$ cat src/rtl/dnn2ami_write_path_pkg.sv
// dnn2ami_write_path shared definitions:
// AMI request field layout, macro entry layout, FSM states.
package dnn2ami_write_path_pkg;

  localparam int BEAT_BYTES = 8;
  localparam int TS_W       = 64;

  // AMI request, MSB..LSB: valid, isWrite, addr(64), data(DW), size(8)
  localparam int REQ_SIZE_W   = 8;
  localparam int REQ_ADDR_W   = 64;
  localparam int REQ_META_W   = 2 + REQ_ADDR_W + REQ_SIZE_W;
  localparam int REQ_SIZE_LSB = 0;
  localparam int REQ_DATA_LSB = REQ_SIZE_LSB + REQ_SIZE_W;

  function automatic int req_w(input int dw);
    return REQ_META_W + dw;
  endfunction

  function automatic int req_addr_lsb(input int dw);
    return REQ_DATA_LSB + dw;
  endfunction

  function automatic int req_wr_bit(input int dw);
    return req_addr_lsb(dw) + REQ_ADDR_W;
  endfunction

  function automatic int req_valid_bit(input int dw);
    return req_wr_bit(dw) + 1;
  endfunction

  // Macro entry, MSB..LSB: addr, size, pu_id, timestamp
  localparam int MAC_TS_LSB = 0;
  localparam int MAC_PU_LSB = MAC_TS_LSB + TS_W;

  function automatic int mac_sz_lsb(input int pw);
    return MAC_PU_LSB + pw;
  endfunction

  function automatic int mac_ad_lsb(input int pw, input int sw);
    return mac_sz_lsb(pw) + sw;
  endfunction

  function automatic int mac_w(input int aw, input int sw, input int pw);
    return mac_ad_lsb(pw, sw) + aw;
  endfunction

  typedef enum logic {
    ST_IDLE,
    ST_ACTIVE
  } wp_state_e;

endpackage

$ cat src/rtl/dnn2ami_write_path_sync_fifo.sv
// Show-ahead synchronous FIFO; head data valid whenever not empty.
// Writes while full are rejected even with a concurrent read.
module dnn2ami_write_path_sync_fifo #(
  parameter int WIDTH     = 8,
  parameter int LOG_DEPTH = 3
) (
  input  logic             clk,
  input  logic             rst,
  input  logic             wr_en_i,
  input  logic [WIDTH-1:0] wr_data_i,
  input  logic             rd_en_i,
  output logic [WIDTH-1:0] rd_data_o,
  output logic             full_o,
  output logic             empty_o
);

  localparam int DEPTH = 1 << LOG_DEPTH;

  logic [WIDTH-1:0]     mem_q [DEPTH];
  logic [LOG_DEPTH-1:0] wr_ptr_q;
  logic [LOG_DEPTH-1:0] rd_ptr_q;
  logic [LOG_DEPTH:0]   cnt_q;
  logic                 wr_ok;
  logic                 rd_ok;

  assign full_o    = cnt_q == (LOG_DEPTH+1)'(DEPTH);
  assign empty_o   = cnt_q == '0;
  assign wr_ok     = wr_en_i && !full_o;
  assign rd_ok     = rd_en_i && !empty_o;
  assign rd_data_o = mem_q[rd_ptr_q];

  always_ff @(posedge clk) begin
    if (wr_ok) mem_q[wr_ptr_q] <= wr_data_i;
  end

  always_ff @(posedge clk or posedge rst) begin
    if (rst) begin
      wr_ptr_q <= '0;
      rd_ptr_q <= '0;
      cnt_q    <= '0;
    end else begin
      if (wr_ok) wr_ptr_q <= wr_ptr_q + 1'b1;
      if (rd_ok) rd_ptr_q <= rd_ptr_q + 1'b1;
      if (wr_ok && !rd_ok)
        cnt_q <= cnt_q + 1'b1;
      else if (rd_ok && !wr_ok)
        cnt_q <= cnt_q - 1'b1;
    end
  end

endmodule

$ cat src/rtl/dnn2ami_write_path.sv
// Write-path adapter: queues macro write requests and fractures
// them into 8-byte AMI write requests fed from the PU output buffers.
module dnn2ami_write_path
  import dnn2ami_write_path_pkg::*;
#(
  parameter int NUM_PU            = 2,
  parameter int AXI_ADDR_WIDTH    = 32,
  parameter int AXI_DATA_WIDTH    = 64,
  parameter int TX_SIZE_WIDTH     = 10,
  parameter int NUM_PU_W          = $clog2(NUM_PU) + 1,
  parameter int MACRO_Q_LOG_DEPTH = 3,
  parameter int REQ_Q_LOG_DEPTH   = 3
) (
  input  logic                             clk,
  input  logic                             rst,
  input  logic                             wr_req,
  input  logic [NUM_PU_W-1:0]              wr_pu_id,
  input  logic [TX_SIZE_WIDTH-1:0]         wr_req_size,
  input  logic [AXI_ADDR_WIDTH-1:0]        wr_addr,
  output logic                             wr_ready,
  output logic                             wr_done,
  input  logic [NUM_PU-1:0]                outbuf_empty,
  input  logic [NUM_PU*AXI_DATA_WIDTH-1:0] data_from_outbuf,
  input  logic [NUM_PU-1:0]                write_valid,
  output logic [NUM_PU-1:0]                outbuf_pop,
  output logic                             reqValid,
  input  logic                             reqOut_grant,
  output logic [req_w(AXI_DATA_WIDTH)-1:0] reqOut
);

  localparam int AW  = AXI_ADDR_WIDTH;
  localparam int DW  = AXI_DATA_WIDTH;
  localparam int SW  = TX_SIZE_WIDTH;
  localparam int PW  = NUM_PU_W;
  localparam int RW  = req_w(DW);
  localparam int MW  = mac_w(AW, SW, PW);
  localparam int VB  = req_valid_bit(DW);
  localparam int MSZ = mac_sz_lsb(PW);
  localparam int MAD = mac_ad_lsb(PW, SW);

  logic [TS_W-1:0] ts_q;

  logic          mq_rd;
  logic [MW-1:0] mq_din;
  logic [MW-1:0] mq_dout;
  logic          mq_full;
  logic          mq_empty;

  logic          rq_wr;
  logic          rq_rd;
  logic [RW-1:0] rq_din;
  logic [RW-1:0] rq_dout;
  logic          rq_full;
  logic          rq_empty;

  wp_state_e state_q, state_d;
  logic [AW-1:0] addr_q, addr_d;
  logic [SW-1:0] cnt_q, cnt_d;
  logic [PW-1:0] pu_q, pu_d;
  logic          done_q, done_d;

  logic          pu_empty;
  logic [DW-1:0] pu_data;
  logic          issue;

  always_ff @(posedge clk or posedge rst) begin
    if (rst) ts_q <= '0;
    else     ts_q <= ts_q + 1'b1;
  end

  assign mq_din = {wr_addr, wr_req_size, wr_pu_id, ts_q};

  dnn2ami_write_path_sync_fifo #(
    .WIDTH     (MW),
    .LOG_DEPTH (MACRO_Q_LOG_DEPTH)
  ) u_macro_q (
    .clk       (clk),
    .rst       (rst),
    .wr_en_i   (wr_req),
    .wr_data_i (mq_din),
    .rd_en_i   (mq_rd),
    .rd_data_o (mq_dout),
    .full_o    (mq_full),
    .empty_o   (mq_empty)
  );

  // An out-of-range PU id reads as an empty buffer.
  always_comb begin
    pu_empty = 1'b1;
    pu_data  = '0;
    for (int p = 0; p < NUM_PU; p++) begin
      if (pu_q == PW'(p)) begin
        pu_empty = outbuf_empty[p];
        pu_data  = data_from_outbuf[p*DW +: DW];
      end
    end
  end

  assign issue = (state_q == ST_ACTIVE) && (cnt_q != '0)
              && !pu_empty && !rq_full;

  always_comb begin
    outbuf_pop = '0;
    for (int p = 0; p < NUM_PU; p++) begin
      outbuf_pop[p] = issue && (pu_q == PW'(p));
    end
  end

  always_comb begin
    state_d = state_q;
    addr_d  = addr_q;
    cnt_d   = cnt_q;
    pu_d    = pu_q;
    done_d  = 1'b0;
    mq_rd   = 1'b0;
    unique case (state_q)
      ST_IDLE: begin
        if (!mq_empty) begin
          mq_rd   = 1'b1;
          addr_d  = mq_dout[MAD +: AW];
          cnt_d   = mq_dout[MSZ +: SW];
          pu_d    = mq_dout[MAC_PU_LSB +: PW];
          state_d = ST_ACTIVE;
        end
      end
      ST_ACTIVE: begin
        if (issue) begin
          addr_d = addr_q + AW'(BEAT_BYTES);
          cnt_d  = cnt_q - SW'(1);
        end
        if (cnt_d == '0) begin
          state_d = ST_IDLE;
          done_d  = 1'b1;
        end
      end
    endcase
  end

  always_ff @(posedge clk or posedge rst) begin
    if (rst) begin
      state_q <= ST_IDLE;
      addr_q  <= '0;
      cnt_q   <= '0;
      pu_q    <= '0;
      done_q  <= 1'b0;
    end else begin
      state_q <= state_d;
      addr_q  <= addr_d;
      cnt_q   <= cnt_d;
      pu_q    <= pu_d;
      done_q  <= done_d;
    end
  end

  assign rq_wr  = issue;
  assign rq_din = {1'b1, 1'b1, REQ_ADDR_W'(addr_q), pu_data,
                   REQ_SIZE_W'(BEAT_BYTES)};
  assign rq_rd  = reqValid && reqOut_grant;

  dnn2ami_write_path_sync_fifo #(
    .WIDTH     (RW),
    .LOG_DEPTH (REQ_Q_LOG_DEPTH)
  ) u_req_q (
    .clk       (clk),
    .rst       (rst),
    .wr_en_i   (rq_wr),
    .wr_data_i (rq_din),
    .rd_en_i   (rq_rd),
    .rd_data_o (rq_dout),
    .full_o    (rq_full),
    .empty_o   (rq_empty)
  );

  assign reqValid = !rq_empty && rq_dout[VB];
  assign reqOut   = rq_empty ? '0 : rq_dout;
  assign wr_ready = mq_empty && (state_q == ST_IDLE) && rq_empty;
  assign wr_done  = done_q;

  logic unused_ok;
  assign unused_ok = ^{write_valid, mq_full, mq_dout[MAC_TS_LSB +: TS_W]};

endmodule

$ cat config.mk
export PLATFORM = sky130hd
export DESIGN_NAME = dnn2ami_write_path
export DESIGN_NICKNAME = d
export VERILOG_FILES = /design/src/rtl/dnn2ami_write_path_pkg.sv /design/src/rtl/dnn2ami_write_path_sync_fifo.sv /design/src/rtl/dnn2ami_write_path.sv
export SDC_FILE = /design/constraint.sdc
export NUM_CORES = 1
export LEC_CHECK = 0
export ABC_AREA = 1
export CORE_MARGIN = 2
export CORE_UTILIZATION = 40
export CTS_CLUSTER_SIZE = 28
export DETAILED_ROUTE_END_ITERATION = 10
export GPL_TIMING_DRIVEN = 0
export PLACE_DENSITY = 0.57
export RECOVER_POWER = 25
export REMOVE_ABC_BUFFERS = 1
export SLEW_MARGIN = 25
export SYNTH_ARGS = -nofsm -noshare
export SYNTH_HDL_FRONTEND = slang
export SYNTH_SLANG_ARGS = --single-unit
export TNS_END_PERCENT = 10
$ cat constraint.sdc
create_clock -name clk -period 5.9 [get_ports clk]
set_input_delay 0.59 -clock clk [delete_from_list [all_inputs] [get_ports clk]]
set_output_delay 0.59 -clock clk [all_outputs]
set_load 0.005 [all_outputs]
==> impl_results.md, run 1 <==
- Outcome: complete, but fails checks
- Failing checks: max-capacitance violations, max-slew violations
- Endpoints failing setup: 0
- Cell Area, Synth: 48,400 um^2
- Remaining DRCs: 0
- Final Power: 31.4 mW
- Crit path required time: 5310 ps
- Slowest stage delay, CP: 740 ps
- Post-Syn Instances: 3,937
- RD Place Congestion: 0.802
- CP startpoint kind: flop
- Top-count cell post-synth: edfxtp_1
- Max Cap Violations: 1
- Drt pass-1 iters: 6
- CTS tree: built
- Slowest stage cell, crit path: dfrtp_4
- Fmax: 194 MHz
- Critical path class: flop to primary output
- Hold Startpoint: u_macro_q.cnt_q[3]$_DFFE_PP0P_
- Largest net degree at the start of global routing: 125
- Clk slew on worst S/H paths: 60 ps
- Total CTS buffers: 121
- Max FO, Critical Path: 79
- Synth cell types: 45
- Primary FF master, synth: edfxtp_1
- Synth Warn #: 0
- Reg2reg start: state_q$_DFF_PP0_
- Maximum vdd drop: 0.315 mV
- Setup Skew: 21.6 ps
- Hpwl dp: 72,200 um
- H-tree levels: 3
- Initial Util: 0.403
- Top post-synthesis cells by area: edfxtp_1 69%, o21ai_0 7.2%, nor2_1 6.7%, dfrtp_1 3.4%, nand2_1 2.0%
- Clock Sinks: 1,186
- Clk Tree Root Cell: clkbuf_16
- Num ports: 323
- Cells along the critical path: buf_16 -> inv_8 -> buf_16 -> buf_16 -> o21ai_0 -> o22ai_1 -> o21ai_0 -> a31oi_1 -> clkdlybuf4s50_1
- CP delay by family, top: buffers and inverters
- CP Buf/Inv Count: 5
- Final hold vios: 0
- GRT overflow: 0
- Cell Area, Placed: 54,600 um^2
- First DRT Iteration DRCs: 2,394
- Fin worst setup slack: 737 ps
- Share of cells above drive strength 1: 0.0776
- FF+latch area: 35,300 um^2
- Multi-input logic area: 11,700 um^2
- Final instance area: 58,500 um^2
- DP Worst Slack: 1470 ps
- Final nets: 4,363
- Hold Crit Class: flop to flop
- Synth top cells by count: 1,120 x edfxtp_1, 858 x nor2_1, 698 x o21ai_0
- Setup Buffers After CTS: 0
- Area leader, netlist: edfxtp_1
- First-pass GRT wire length: 180,000 um
- Syn Area/Cell: 12.3 um^2
- Final core occ: 0.487
- Seq/Total Area, Yosys: 0.729
- Die Span Y: 352 um
- RSZ-0062 raised after global routing: no
- CP dominant cell by count: buf_16
- Area Overhead vs Synth: 20.8%
- Post-synth ARST share: 0.0556
- # fillers: 10.4k
- Pleak: 19.6 nW
- Min Tclk post-route: 5160 ps
- Hold Buf Count CTS: 0
- CP arrival: 4570 ps
- Post-DR wirelength/cell: 20.5 um
- EDFF count, synth: 1,120
- Rows: 127
- Final antenna-violating net count: 0
- CP Capture Type: primary output
- Die width: 352 um
- Avg Vias per Cell: 5.30
- PostCTS Resize Cnt: 0
- Part of the cycle the worst path needs: 0.875
- CP startpoint: u_req_q.rd_ptr_q[1]$_DFFE_PP0P_
- Total GRT Usage: 0.191
- Slew Limit Headroom: -0.822
- Core box area: 120,000 um^2
- DR vias: 31.2k
- Initial antenna violation count: 18
- Bufs on Longest Clock Path: 3
- Area share of the largest cell type after synthesis: 0.695
- # port buffers: 281
- Total wire length: 121,000 um
- Worst-skew pair later-pin latency: 710 ps
- Die ar.: 124,000 um^2
- PwrDens: 538 nW/um^2
- Flops & latches, synth: 1,186
- Vias in the first global route: 29.8k
- Worst-Margin Slew: 2730 ps
- Max-slew violations: 49
state kept, by name, summed over array words and instances, names as in the netlist, 3 cells and up:
name,count
u_macro_q.rd_ptr_q,3
addr_q,32
u_req_q.cnt_q,4
u_macro_q.wr_ptr_q,3
cnt_q,10
u_macro_q.mem_q,352
u_macro_q.cnt_q,4
u_req_q.mem_q,768
u_req_q.wr_ptr_q,3
u_req_q.rd_ptr_q,3
kinds of logic after synthesis:
| kind of cell | count (synthesis) | share of synthesized area |
|---|---|---|
| AOI/OAI and AO/OA | 1065 | 0.124 |
| xor gates and xnor gates | 32 | 0.00579 |
| adders and majority gates | 12 | 0.00326 |
| buffers and inverters | 382 | 0.0353 |
| DFF | 1186 | 0.729 |
| other | 1 | 0.0000775 |
| and+or+nand+nor | 1259 | 0.103 |
report_power, final:
group	internal [mW]	leakage, nW	switching, mW
combinational	4.35	6.76	7.24
sequential	11.4	10.9	0.933
clock	4.34	1.90	3.11
per-stage QoR:
step / instances / setup TNS (ps) / hold slack, ps
floorplan: 3669 / -1682880 / 449
global placement: 5562 / -8711440 / 467
detailed placement: 5660 / 0 / 470
CTS: 5879 / 0 / 175
global route: 5879 / 0 / 517
finish: 5882 / 0 / 495
final timing paths:
kind	endpoint	slack (ps)	cells past startpoint
max	reqOut[81]	740	9
min	u_macro_q.cnt_q[3]$_DFFE_PP0P_	490	1
max reg2reg	u_macro_q.cnt_q[3]$_DFFE_PP0P_	1600	13
min reg2reg	u_macro_q.cnt_q[3]$_DFFE_PP0P_	490	1
max in group asynchronous	u_req_q.rd_ptr_q[0]$_DFFE_PP0P_	1980	3
min in group asynchronous	wr_done$_DFF_PP0_	530	2
final cells by class:
class	count	share of cell area
multi-input combinational	2407	0.200
clock inverter	64	0.0108
inverter	76	0.00563
timing repair buffer	379	0.0896
sequential	1186	0.604
clock buffer	155	0.0556
tap	1612	0.0345
antenna	3	0.000128
layer usage:
layer	routed length, um	vias up	global-route usage
li1	-	14800	-
met1	52900	15400	0.259
met2	57900	783	0.321
met3	7320	187	0.0342
met4	2270	20	0.0416
met5	126	-	0
cells in the final DEF, fill, tap and decap left out, types with 5 or more instances in the layout:
master / instances
edfxtp_1: 1120
nor2_1: 840
o21ai_0: 698
nand2_1: 258
clkdlybuf4s50_1: 236
o22ai_1: 149
clkbuf_16: 123
a31oi_1: 109
nand3_1: 97
buf_16: 65
inv_1: 62
dfrtp_1: 60
dlygate4sd3_1: 45
o221ai_1: 42
conb_1: 39
buf_12: 30
clkbuf_1: 28
xor2_1: 27
clkinv_1: 26
o211ai_1: 24
nor2_4: 20
clkinv_2: 19
a21oi_1: 16
nor3_1: 14
nand4_1: 12
ha_1: 11
bufinv_16: 11
a22oi_2: 9
o21ai_1: 8
inv_4: 5
xnor2_1: 5
clkbuf_8: 5
dfrtp_4: 5
(Power assumes the default switching activity.)
==> run 2: changes to the inputs <==
- SLEW_MARGIN: 25 -> 20
- clock period: 5.9 -> 4.4 ns (I/O delays scaled with it)
==> run 2 against run 1 <==
  * The flow finishes with violations (antenna violations)
  * First-iteration DRC count up 13%
  * Utilization about the same
  * Clock power up 32%
  * Global-route usage up 0.47 points
  * Wire length up 2.3%
  * Final cell count up 0.22%
  * Final area about the same
  * Power up 35%
  * Clock-buffer cell count up 1
  * Sequential power up 33%
  * Combinational power up 38%
  * Sequential share of layout area about the same
  * Critical path type unchanged
==> impl_results.md, run 2 (synthesis gave the netlist of run 1 again) <==
- R2R setup slack: 250 ps
- Endpoints failing setup: 0
- Cell Area, Placed: 54,400 um^2
- CTS tree: built
- Fin worst setup slack: 236 ps
- Drt pass-1 iters: 5
- Worst r2r path cells: 13
- CP Capture Type: primary output
- Die Span Y: 352 um
- DP Worst Slack: 8.72 ps
- Failing checks: antenna violations
- Final instance area: 58,500 um^2
- Die ar.: 124,000 um^2
- Outcome: complete, but fails checks
- Slowest stage delay, CP: 650 ps
- First-pass GRT wire length: 183,000 um
- Total CTS buffers: 121
- Max reg flops: 768
- Critical path class: flop to primary output
- Num ports: 323
- Clock Sinks: 1,186
- Rows: 127
- Hold Startpoint: reqOut_grant
- Most frequent cells in the layout: 1,120 x edfxtp_1, 840 x nor2_1, 698 x o21ai_0
- PwrDens: 723 nW/um^2
- # fillers: 10.4k
- Post-DR wirelength/cell: 20.9 um
- Worst-Margin Slew: 1020 ps
- Clk Tree Root Cell: clkbuf_16
- Final nets: 4,370
- H-tree levels: 3
- Vias in the first global route: 29.7k
- Slowest stage cell, crit path: dfrtp_4
- Max-slew violations: 0
- Setup TNS: 0 ps
- Avg Vias per Cell: 5.33
- Total GRT Usage: 0.195
- Initial Util: 0.403
- Crit path required time: 3960 ps
- Pleak: 19.6 nW
- Fmax: 240 MHz
- Hold Crit Class: input pin to flop
- Slew Limit Headroom: 0.315
- Core box area: 120,000 um^2
- # port buffers: 281
- Worst-skew pair later-pin latency: 720 ps
- Max Cap Violations: 0
- Die width: 352 um
- RSZ-0062 raised after global routing: no
- Remaining DRCs: 0
- CP startpoint kind: flop
- CP arrival: 3720 ps
- Hold Crit Depth: 3
- Min Tclk post-route: 4160 ps
- Cells along the critical path: inv_16 -> buf_16 -> buf_16 -> o21ai_0 -> o22ai_1 -> o21ai_0 -> a31oi_2 -> clkdlybuf4s50_1
- Bufs on Longest Clock Path: 3
- GRT overflow: 0
- Largest net degree at the start of global routing: 117
- Hpwl dp: 71,300 um
- Biggest regs: u_req_q.mem_q x768, u_macro_q.mem_q x352, addr_q x32
- Clk slew on worst S/H paths: 60 ps
- Maximum vdd drop: 0.391 mV
- Final antenna-violating net count: 1
- DR vias: 31.4k
- Reg2reg start: state_q$_DFF_PP0_
- Top reg by flops: u_req_q.mem_q
- Initial antenna violation count: 18
- First DRT Iteration DRCs: 2,706
- RR Endpoint: u_macro_q.cnt_q[3]$_DFFE_PP0P_
- Setup Skew: 29.3 ps
- Max FO, Critical Path: 67
- Area Overhead vs Synth: 20.9%
- RD Place Congestion: 0.802
- Share of cells above drive strength 1: 0.0786
- Total wire length: 123,000 um
- Most common cell after layout, fill and taps aside: edfxtp_1
- Final hold vios: 0
- Part of the cycle the worst path needs: 0.946
- Worst hold endpoint: u_req_q.rd_ptr_q[2]$_DFFE_PP0P_
[run 2: changes by cell type in the layout (fill, tap and decap cells not counted), sizes merged]
| cell | previous run | this run |
|---|---|---|
| diode | 3 | 8 |
| dlygate4sd3 | 45 | 46 |
| inv | 77 | 80 |
| bufbuf | 0 | 4 |
| bufinv | 11 | 9 |
| buf | 97 | 99 |
[run 2: area by class of cell]
class | count | area [um^2] | area share
Multi-Input combinational cell | 2407 | 11700 | 0.200
Antenna cell | 8 | 20.0 | 0.000342
Clock buffer | 156 | 3230 | 0.0552
Sequential cell | 1186 | 35300 | 0.603
Tap cell | 1612 | 2020 | 0.0345
Timing Repair Buffer | 385 | 5280 | 0.0903
Clock inverter | 64 | 558 | 0.00954
Inverter | 76 | 357 | 0.00610
Timing Repair inverter | 1 | 8.76 | 0.000150
[run 2: routing by layer]
| layer | wire length (um) | part of all wire | track usage | up-vias |
|---|---|---|---|---|
| met3 | 6960 | 0.056 | 0.0343 | 192 |
| met2 | 59300 | 0.48 | 0.327 | 834 |
| met4 | 2280 | 0.018 | 0.0472 | 22 |
| li1 | - | - | - | 14800 |
| met1 | 54600 | 0.44 | 0.265 | 15600 |
| met5 | 144 | 0.0012 | 0 | - |
[run 2: stage by stage]
step,utilization,std cells,hold slack (ps),power (mW)
detailed placement,0.454,5656,469,32.5
floorplan,-,3669,449,24.6
CTS,0.487,5883,413,42.7
global placement,0.433,5562,467,29.6
global route,0.487,5889,447,44.8
finish,0.488,5895,474,42.3
[run 2: what timing repair did]
action,4_1_cts,5_1_grt
endpoints found under the hold margin,1,0
setup endpoints to repair,42,8
pin swaps,0,1
hold buffers,1,0
gates cloned,5,0
gates resized for setup,12,1
buffers inserted,1,4
[run 2: critical path: cells and delay by family (launching register included)]
kind                   cells  cell delay, ps
buffers and inverters      4            1450
DFF                        1             650
AOI/OAI and AO/OA          4             820
[run 2: worst max-delay path by stage]
stage / startpoint / endpoint / cells past startpoint
floorplan: u_req_q.rd_ptr_q[0]$_DFFE_PP0P_ / reqOut[100] / 5
global placement: u_req_q.rd_ptr_q[0]$_DFFE_PP0P_ / reqOut[81] / 6
detailed placement: state_q$_DFF_PP0_ / u_macro_q.cnt_q[3]$_DFFE_PP0P_ / 14
CTS: u_req_q.rd_ptr_q[1]$_DFFE_PP0P_ / reqOut[81] / 9
global route: u_req_q.rd_ptr_q[0]$_DFFE_PP0P_ / reqOut[75] / 8
finish: u_req_q.rd_ptr_q[0]$_DFFE_PP0P_ / reqOut[83] / 8
[run 2: power breakdown]
group,switching [mW],internal [mW]
sequential,1.14,15.4
combinational,10.0,5.96
clock,4.17,5.67
==> run 3: changes to the inputs <==
- ABC_CLOCK_PERIOD_IN_PS: unset -> 4400
==> results of run 3 <==
The final DEF is identical to that of run 2; final timing and power are the same.
